--- config.mk ---
export PLATFORM = sky130hd
export DESIGN_NAME = ebpc_nz_expander
export DESIGN_NICKNAME = d
export VERILOG_FILES = /design/src/rtl/ebpc_nz_expander.sv
export SDC_FILE = /design/constraint.sdc
export NUM_CORES = 1
export LEC_CHECK = 0
export ABC_AREA = 0
export BUFFER_PORTS_ARGS = -buffer_cell sky130_fd_sc_hd__buf_2
export CORE_UTILIZATION = 52
export CTS_BUF_LIST = sky130_fd_sc_hd__clkbuf_16
export DETAILED_ROUTE_END_ITERATION = 8
export HOLD_SLACK_MARGIN = 0.05
export PLACE_DENSITY = 0.77
export SKIP_CTS_REPAIR_TIMING = 1
export SLEW_MARGIN = 20
export SYNTH_ARGS = -nofsm -noshare
export SYNTH_HDL_FRONTEND = slang
export SYNTH_SLANG_ARGS = --single-unit
--- constraint.sdc ---
create_clock -name clk_i -period 3.1 [get_ports clk_i]
set_input_delay 0 -clock clk_i [delete_from_list [all_inputs] [get_ports clk_i]]
set_output_delay 0 -clock clk_i [all_outputs]
set_load 0.005 [all_outputs]
--- src/rtl/ebpc_nz_expander.sv ---
// ebpc_nz_expander: rebuilds the word stream of one EBPC block from its
// zero/nonzero mask and the stream of decoded nonzero values. Words are
// packed LANES per output beat with zeros re-inserted. last_o flags the final
// beat of a block. Each block starts on a fresh mask word.
module ebpc_nz_expander #(
  parameter int DATA_W        = 8,
  parameter int MASK_W        = 8,
  parameter int LANES         = 1,
  parameter int LOG_MAX_WORDS = 24
) (
  input  logic                     clk_i,
  input  logic                     rst_ni,
  input  logic [LOG_MAX_WORDS-1:0] num_words_i,
  input  logic                     num_words_vld_i,
  output logic                     num_words_rdy_o,
  input  logic [MASK_W-1:0]        znz_i,
  input  logic                     znz_vld_i,
  output logic                     znz_rdy_o,
  input  logic [DATA_W-1:0]        nz_i,
  input  logic                     nz_vld_i,
  output logic                     nz_rdy_o,
  output logic [LANES*DATA_W-1:0]  data_o,
  output logic [LANES-1:0]         keep_o,
  output logic                     last_o,
  output logic                     vld_o,
  input  logic                     rdy_i
);

  localparam int LPW = $clog2(LANES + 1);
  localparam int MCW = $clog2(MASK_W + 1);
  localparam int RW  = LOG_MAX_WORDS + 1;

  typedef enum logic [1:0] {
    IDLE,
    MASK,
    FILL,
    OUT
  } state_e;

  state_e                  state_q, state_d;
  logic [RW-1:0]           rem_q,   rem_d;    // words still to emit in this block
  logic [LPW-1:0]          lp_q,    lp_d;     // next lane to fill in the beat
  logic [MASK_W-1:0]       mbuf_q,  mbuf_d;   // unconsumed mask bits, bit 0 next
  logic [MCW-1:0]          mcnt_q,  mcnt_d;   // number of valid bits in mbuf
  logic [LANES*DATA_W-1:0] data_q,  data_d;
  logic [LANES-1:0]        keep_q,  keep_d;
  logic                    last_q,  last_d;
  logic                    stop_c;            // scan reached a nonzero lane this cycle

  // Next-state logic: handshakes, lane scan and beat bookkeeping.
  always_comb begin
    // NOTE: every signal written here is given a default first, so no path
    // leaves one unassigned and no latch is inferred.
    state_d         = state_q;
    rem_d           = rem_q;
    lp_d            = lp_q;
    mbuf_d          = mbuf_q;
    mcnt_d          = mcnt_q;
    data_d          = data_q;
    keep_d          = keep_q;
    last_d          = last_q;
    stop_c          = 1'b0;
    num_words_rdy_o = 1'b0;
    znz_rdy_o       = 1'b0;
    nz_rdy_o        = 1'b0;
    vld_o           = 1'b0;

    unique case (state_q)
      IDLE: begin
        num_words_rdy_o = 1'b1;
        if (num_words_vld_i) begin
          rem_d   = RW'(num_words_i) + RW'(1);
          lp_d    = '0;
          data_d  = '0;
          keep_d  = '0;
          last_d  = 1'b0;
          state_d = MASK;
        end
      end

      MASK: begin
        znz_rdy_o = 1'b1;
        if (znz_vld_i) begin
          mbuf_d  = znz_i;
          mcnt_d  = MCW'(MASK_W);
          state_d = FILL;
        end
      end

      FILL: begin
        // Lanes are visited in order starting at lp; zero lanes fill freely,
        // the first nonzero lane takes at most one nz value and ends the scan.
        // nz_rdy_o depends only on registered state, never on nz_vld_i.
        for (int l = 0; l < LANES; l++) begin
          if (!stop_c && int'(lp_d) == l && mcnt_d != '0 && rem_d != '0) begin
            if (mbuf_d[0]) begin
              nz_rdy_o = 1'b1;
              stop_c   = 1'b1;
              if (nz_vld_i) data_d[l*DATA_W +: DATA_W] = nz_i;
            end else begin
              data_d[l*DATA_W +: DATA_W] = '0;
            end
            if (!mbuf_d[0] || nz_vld_i) begin
              keep_d[l] = 1'b1;
              lp_d      = lp_d + LPW'(1);
              mbuf_d    = mbuf_d >> 1;
              mcnt_d    = mcnt_d - MCW'(1);
              rem_d     = rem_d - RW'(1);
            end
          end
        end
        if (lp_d == LPW'(LANES) || rem_d == '0) begin
          last_d  = (rem_d == '0);
          state_d = OUT;
        end else if (mcnt_d == '0) begin
          state_d = MASK;
        end
      end

      OUT: begin
        vld_o = 1'b1;
        if (rdy_i) begin
          data_d = '0;
          keep_d = '0;
          last_d = 1'b0;
          lp_d   = '0;
          if (last_q) begin
            // Leftover mask bits belong to no word; the next block restarts
            // on a fresh mask word.
            mbuf_d  = '0;
            mcnt_d  = '0;
            state_d = IDLE;
          end else if (mcnt_q != '0) begin
            state_d = FILL;
          end else begin
            state_d = MASK;
          end
        end
      end

      default: state_d = IDLE;
    endcase
  end

  // State and datapath registers; reset drops any partial beat and mask.
  always_ff @(posedge clk_i or negedge rst_ni) begin
    if (!rst_ni) begin
      state_q <= IDLE;
      rem_q   <= '0;
      lp_q    <= '0;
      mbuf_q  <= '0;
      mcnt_q  <= '0;
      data_q  <= '0;
      keep_q  <= '0;
      last_q  <= 1'b0;
    end else begin
      // NOTE: non-blocking assignments so every register samples the values
      // from before this edge, independent of statement order.
      state_q <= state_d;
      rem_q   <= rem_d;
      lp_q    <= lp_d;
      mbuf_q  <= mbuf_d;
      mcnt_q  <= mcnt_d;
      data_q  <= data_d;
      keep_q  <= keep_d;
      last_q  <= last_d;
    end
  end

  assign data_o = data_q;
  assign keep_o = keep_q;
  assign last_o = last_q;

endmodule

-- Word level (Yosys, flattened, before mapping)
Cells that the tools add are included.
Widths: inputs -> output; s select.
- bits in registers: 50
- bits of input ports: 46
- output and inout bits: 14
- logic and storage cells: 95
- add/subtract/negate cells: 4
- eq/ne operators: 12
- muxes and demuxes: 49
- bitwise logic cells: 1
- reduce and logical (&&, ||, !) cells: 21
- operators with widths (kind ; number):
    $mux 25 ; 4
    $mux 8 ; 10
    $pmux 25 s2 ; 1
    $pmux 8 s3 ; 2
    $add 24x1->25 const B ; 1
    $logic_not 25->1 ; 1
    $reduce_bool 25->1 ; 1
    $sub 25x1->25 const B ; 1
    $mux 4 ; 6
    $mux 1 ; 14
    $mux 2 ; 7
    $ne 2x2->1 const B ; 7
    $pmux 4 s3 ; 1
    $reduce_and 4->1 ; 3
    $reduce_and 5->1 ; 2
    $pmux 1 s3 ; 3
    $pmux 2 s4 ; 1
    $ne 3x3->1 const B ; 2
    $reduce_and 6->1 ; 1
    $reduce_bool 3->1 ; 2
    $eq 2x2->1 const B ; 2
    $logic_not 4->1 ; 1
    $reduce_bool 4->1 ; 1
    $sub 4x1->4 const B ; 1
    10 further kinds ; 12

-- Longest topological paths before layout
- word-level depth: 9
- depth in mapped cells: 12
- mapped depth without buffers: 11

-- Worst setup path after synthesis
No wires, ideal clock.
- kind: reg-to-reg
- start point: register rem_q[15]
- end point: register state_q[0]
- setup time: 0.079 ns
- arrival time: 3.052 ns
- required time: 3.021 ns
- slack: -0.031 ns
- cell stages (with the launch flop): 12
- buffers on the path: 2
- period minus slack after synthesis: 3.131 ns
- cells stage by stage: dfrtp_1 or4_4 or3_1 buf_6 o31a_1 buf_6 a211oi_2 o2111ai_1 a2111oi_2 nand4_1 a21oi_2 mux2i_1
- cells in the longest elaborated chain, start to end: 8
- elaborated cells on any way between the ends: 17
- classes of those cells: add/sub: 1; eq/ne: 1; mux: 9; reduce/logical: 6
- RTL lines (what ; line ; text):
    start, declared ; 41 ; logic [RW-1:0] rem_q, rem_d;
    start signal, assigned ; 160 ; rem_q <= rem_d;
    $sub 25x1->25 / $reduce_bool 25->1 (equally long branches) ; 108, 95 ;
    $mux 25 / $logic_and 1x1->1 (equally long branches) ; 103, 95 ;
    $mux 25 ; 95 ; if (!stop_c && int'(lp_d) == l && mcnt_d != '0 && rem_d != '0) begin
    $mux 25 ; 68 ; unique case (state_q)
    $logic_not 25->1 ; 112 ; if (lp_d == LPW'(LANES) || rem_d == '0) begin
    $logic_or 1x1->1 ; 112 ;
    $ne 3x3->1 (no source line) / $mux 2 (equally long branches) ; - ;
    $reduce_and 4->1 (no source line) / $pmux 2 s4 (equally long branches) ; - ;
    end signal, assigned ; 159 ; state_q <= state_d;
    end, declared ; 40 ; state_e state_q, state_d;
Several ways; a longest one is shown, not always the timed one. The select of a mux whose other input is x is not followed.
A chain may end at the register's enable or synchronous reset.

-- Worst setup path in the final report
- start point: register rem_q[18]
- end point: register state_q[0]
The elaborated chain is that of the path after synthesis.

==> results.yml <==
timing:
  grt_setup_unrepaired: "true"
  setup_viol: 0
  fmax_mhz: 323.2
  relSlewSlack: 0.4069
  fin_crit_sh: 0.9980
  period_minus_slack_ns: 3.094
  setup_tns_ns: 0
  tightest_slew_ns: 0.8804
  maxSlewViolCount: 0
  finalHoldViolations: 0
  fin_skew_ns: 0.006895
drt:
  ant_nets: 0
  dr.pass1.iters: 5
  wl_mm: 11.09
  drtIter0Drc: 336
  via_count: 3990
  avgRoutedWirePerCell_um: 16.57
  vias_per_cell: 5.964
  drc_errors: 0
worst_setup_path:
  endpoint: "state_q[0]$_DFFE_PN0P_"
  crit_fanout: 6
  r2r_start: "rem_q[18]$_DFFE_PN0P_"
  startpoint: "rem_q[18]$_DFFE_PN0P_"
  crit_chain: "or4_4 -> or3_4 -> o31ai_4 -> buf_4 -> buf_6 -> nor2_2 -> o311ai_2 -> nand4_1 -> a21oi_2 -> mux2i_1"
  crit_family: "simple AND/OR/NAND/NOR gates"
  worstSetupStartpointType: "flop"
  end_kind: "flop"
  path_buf_inv: 2
  cp.arrival_ns: 3.31
  slowest_delay_ns: 0.54
  r2r_cells: 10
  cp_slowest_cell: "or4_4"
  r2r_slack_ns: 0.006
  r2r_end: "state_q[0]$_DFFE_PN0P_"
  critical_path_class: "flop to flop"
  critPathRequiredTime_ns: 3.31
  crit_cells: 10
logic_synthesis:
  synthDistinctLibCells: 55
  syn-num-nets: 523
  yosysWarnings: 0
  synth_area_leaders: "dfrtp_1, nand2_1, o21ai_0, a21oi_1, xnor2_1"
  synth_common_cells: "nand2_1, dfrtp_1, o21ai_0"
  synth-async-reset-ratio: 1.000
  synth_flop_cell: "dfrtp_1"
  yosys.area.top_type: "dfrtp_1"
  synthCells: 473
  synth_area_mm2: 0.003638
  synth_top_area_share: 0.3439
  ys_seq_area_frac: 0.3439
  yosys_register_bits: 50
  syn_avg_cell_area_um2: 7.692
  synth_edf_count: 0
  synth_most_common_cell: "nand2_1"
final_layout:
  drive_gt1_frac: 0.2443
  fin_cells: 669
  final_area_mm2: 0.004668
  fillers: 577
  syn_to_final_growth_pct: 28.30
  layout.nets: 622
  seqCellArea_mm2: 0.001251
  antenna-diode-count: 0
  multi_input_area_mm2: 0.002297
die:
  io_pins: 60
  die_y_um: 85.65
  design.die.area_mm2: 0.007336
  coreArea_mm2: 0.006794
  start_util: 0.5355
  die_w_um: 85.65
  num_rows: 30
clock_network:
  cts_buffer_depth: 2
  numCtsBuffers: 5
  clkTransAtPathRegs_ns: 0.07
  htreeDepth: 2
  clock_sinks: 50
  cts_root_buf: "clkbuf_16"
  clk_latency_ns: 0.29
  cts_tree: "done"
hold_path:
  hp-class: "primary input to flop"
power:
  p_per_area_mw_per_mm2: 893.4
  p_total_uw: 4171
  p_leak_uw: 0.001973
  peakVddDrop_mv: 0.5413
place:
  post-dp-hpwl_mm: 8.160
  place_area_mm2: 0.004289
  dp_cells: 645
  io_buffers: 59
  gp_congestion: 0.9588
outcome:
  status: "complete, no violations"
global_routing:
  antenna_found_initial: 0
  grt_remaining_overflow: 0
  grt_usage: 0.3033
  grt_pass1_wl_mm: 17.45
  grt_pass1_vias: 3622
  grt_max_degree: 51
job:
  drv_cap: 0
==> cell type report <==
cell class              count  area share
clock buffers               5     0.02680
clock inverters             3    0.004288
inverters                  10    0.008041
multi-input cells         384      0.4921
flip-flops and latches     50      0.2680
well taps                  96     0.02573
repair buffers            121      0.1750
==> per-stage QoR <==
step | setup WS (ns) | hold slack (ns) | utilization
6_report | 0.006277 | 0.04037 | 0.6871
5_1_grt | -0.1190 | 0.07753 | 0.6871
4_1_cts | -0.1517 | -0.2414 | 0.6527
3_5_place_dp | -0.1306 | 0.07088 | 0.6313
3_3_place_gp | -0.01485 | 0.2298 | 0.6309
2_1_floorplan | 0.005052 | -0.2956 | -
==> placed cells by master (no fill, tap or decap), drive strengths merged, types with 3 or more instances in the layout <==
cell / count
nand2: 66
nand2b: 4
buf: 109
o21ai: 49
a31oi: 3
o21a: 3
nor2b: 10
clkbuf: 5
nand3: 21
o31ai: 3
dfrtp: 50
dlygate4sd3: 12
nor2: 36
and3: 6
nor4: 12
ha: 4
or4: 7
o22ai: 11
o221ai: 3
and2: 4
a211oi: 3
mux2i: 3
nor3: 13
a21oi: 45
xor2: 14
or2: 6
nand4: 10
inv: 11
or3: 9
xnor2: 17
==> tightest hold or removal path: cells and delay by family <==
| kind | cells | cell delay [ns] |
|---|---|---|
| XOR/XNOR | 1 | 0.06 |
| AO/OA/AOI/OAI | 1 | 0.13 |
| buffers and inverters | 1 | 0.10 |
==> power by group <==
group	switching [uW]	leakage, uW	internal (uW)
logic	1400	0.00128	1050
registers	259	0.000624	908
clock network	253	0.0000679	300
total	1920	0.00197	2250
==> layer usage <==
layer / share of wire / track usage / wire length [um] / vias up
li1: - / - / - / 1908
met1: 0.43 / 0.4057 / 4815 / 1895
met2: 0.48 / 0.5062 / 5321 / 167
met3: 0.064 / 0.04524 / 710 / 20
met4: 0.021 / 0.09848 / 238 / 0
met5: 0 / 0 / 0 / -
==> worst min path at each step <==
stage,end,from,depth (start not counted),slack [ns]
3_5_place_dp,data_o[7]$_DFFE_PN0P_,rst_ni,1,0.07
2_1_floorplan,data_o[0]$_DFFE_PN0P_,rst_ni,0,-0.30
3_3_place_gp,rem_q[0]$_DFFE_PN0P_,num_words_i[0],2,0.23
6_report,rem_q[7]$_DFFE_PN0P_,num_words_i[7],3,0.04
5_1_grt,rem_q[4]$_DFFE_PN0P_,num_words_i[4],3,0.08
4_1_cts,data_o[7]$_DFFE_PN0P_,rst_ni,1,-0.24
==> state kept, by name (all words and copies together) (netlist names) <==
| signal | count |
|---|---|
| mcnt_q | 4 |
| rem_q | 25 |
| last_o | 1 |
| state_q | 2 |
| data_o | 8 |
| keep_o | 1 |
| lp_q | 1 |
| mbuf_q | 8 |
==> cell families after synthesis <==
family	after synthesis	share of synthesized area
flip-flops	50	0.3439
multiplexers	4	0.01135
adder cells (fa/ha/maj)	4	0.01376
XOR/XNOR	31	0.07462
AO/OA/AOI/OAI	132	0.2160
buffers and inverters	39	0.04470
AND/OR/NAND/NOR	213	0.2957
Note: power is estimated with default switching activity, not from simulation.
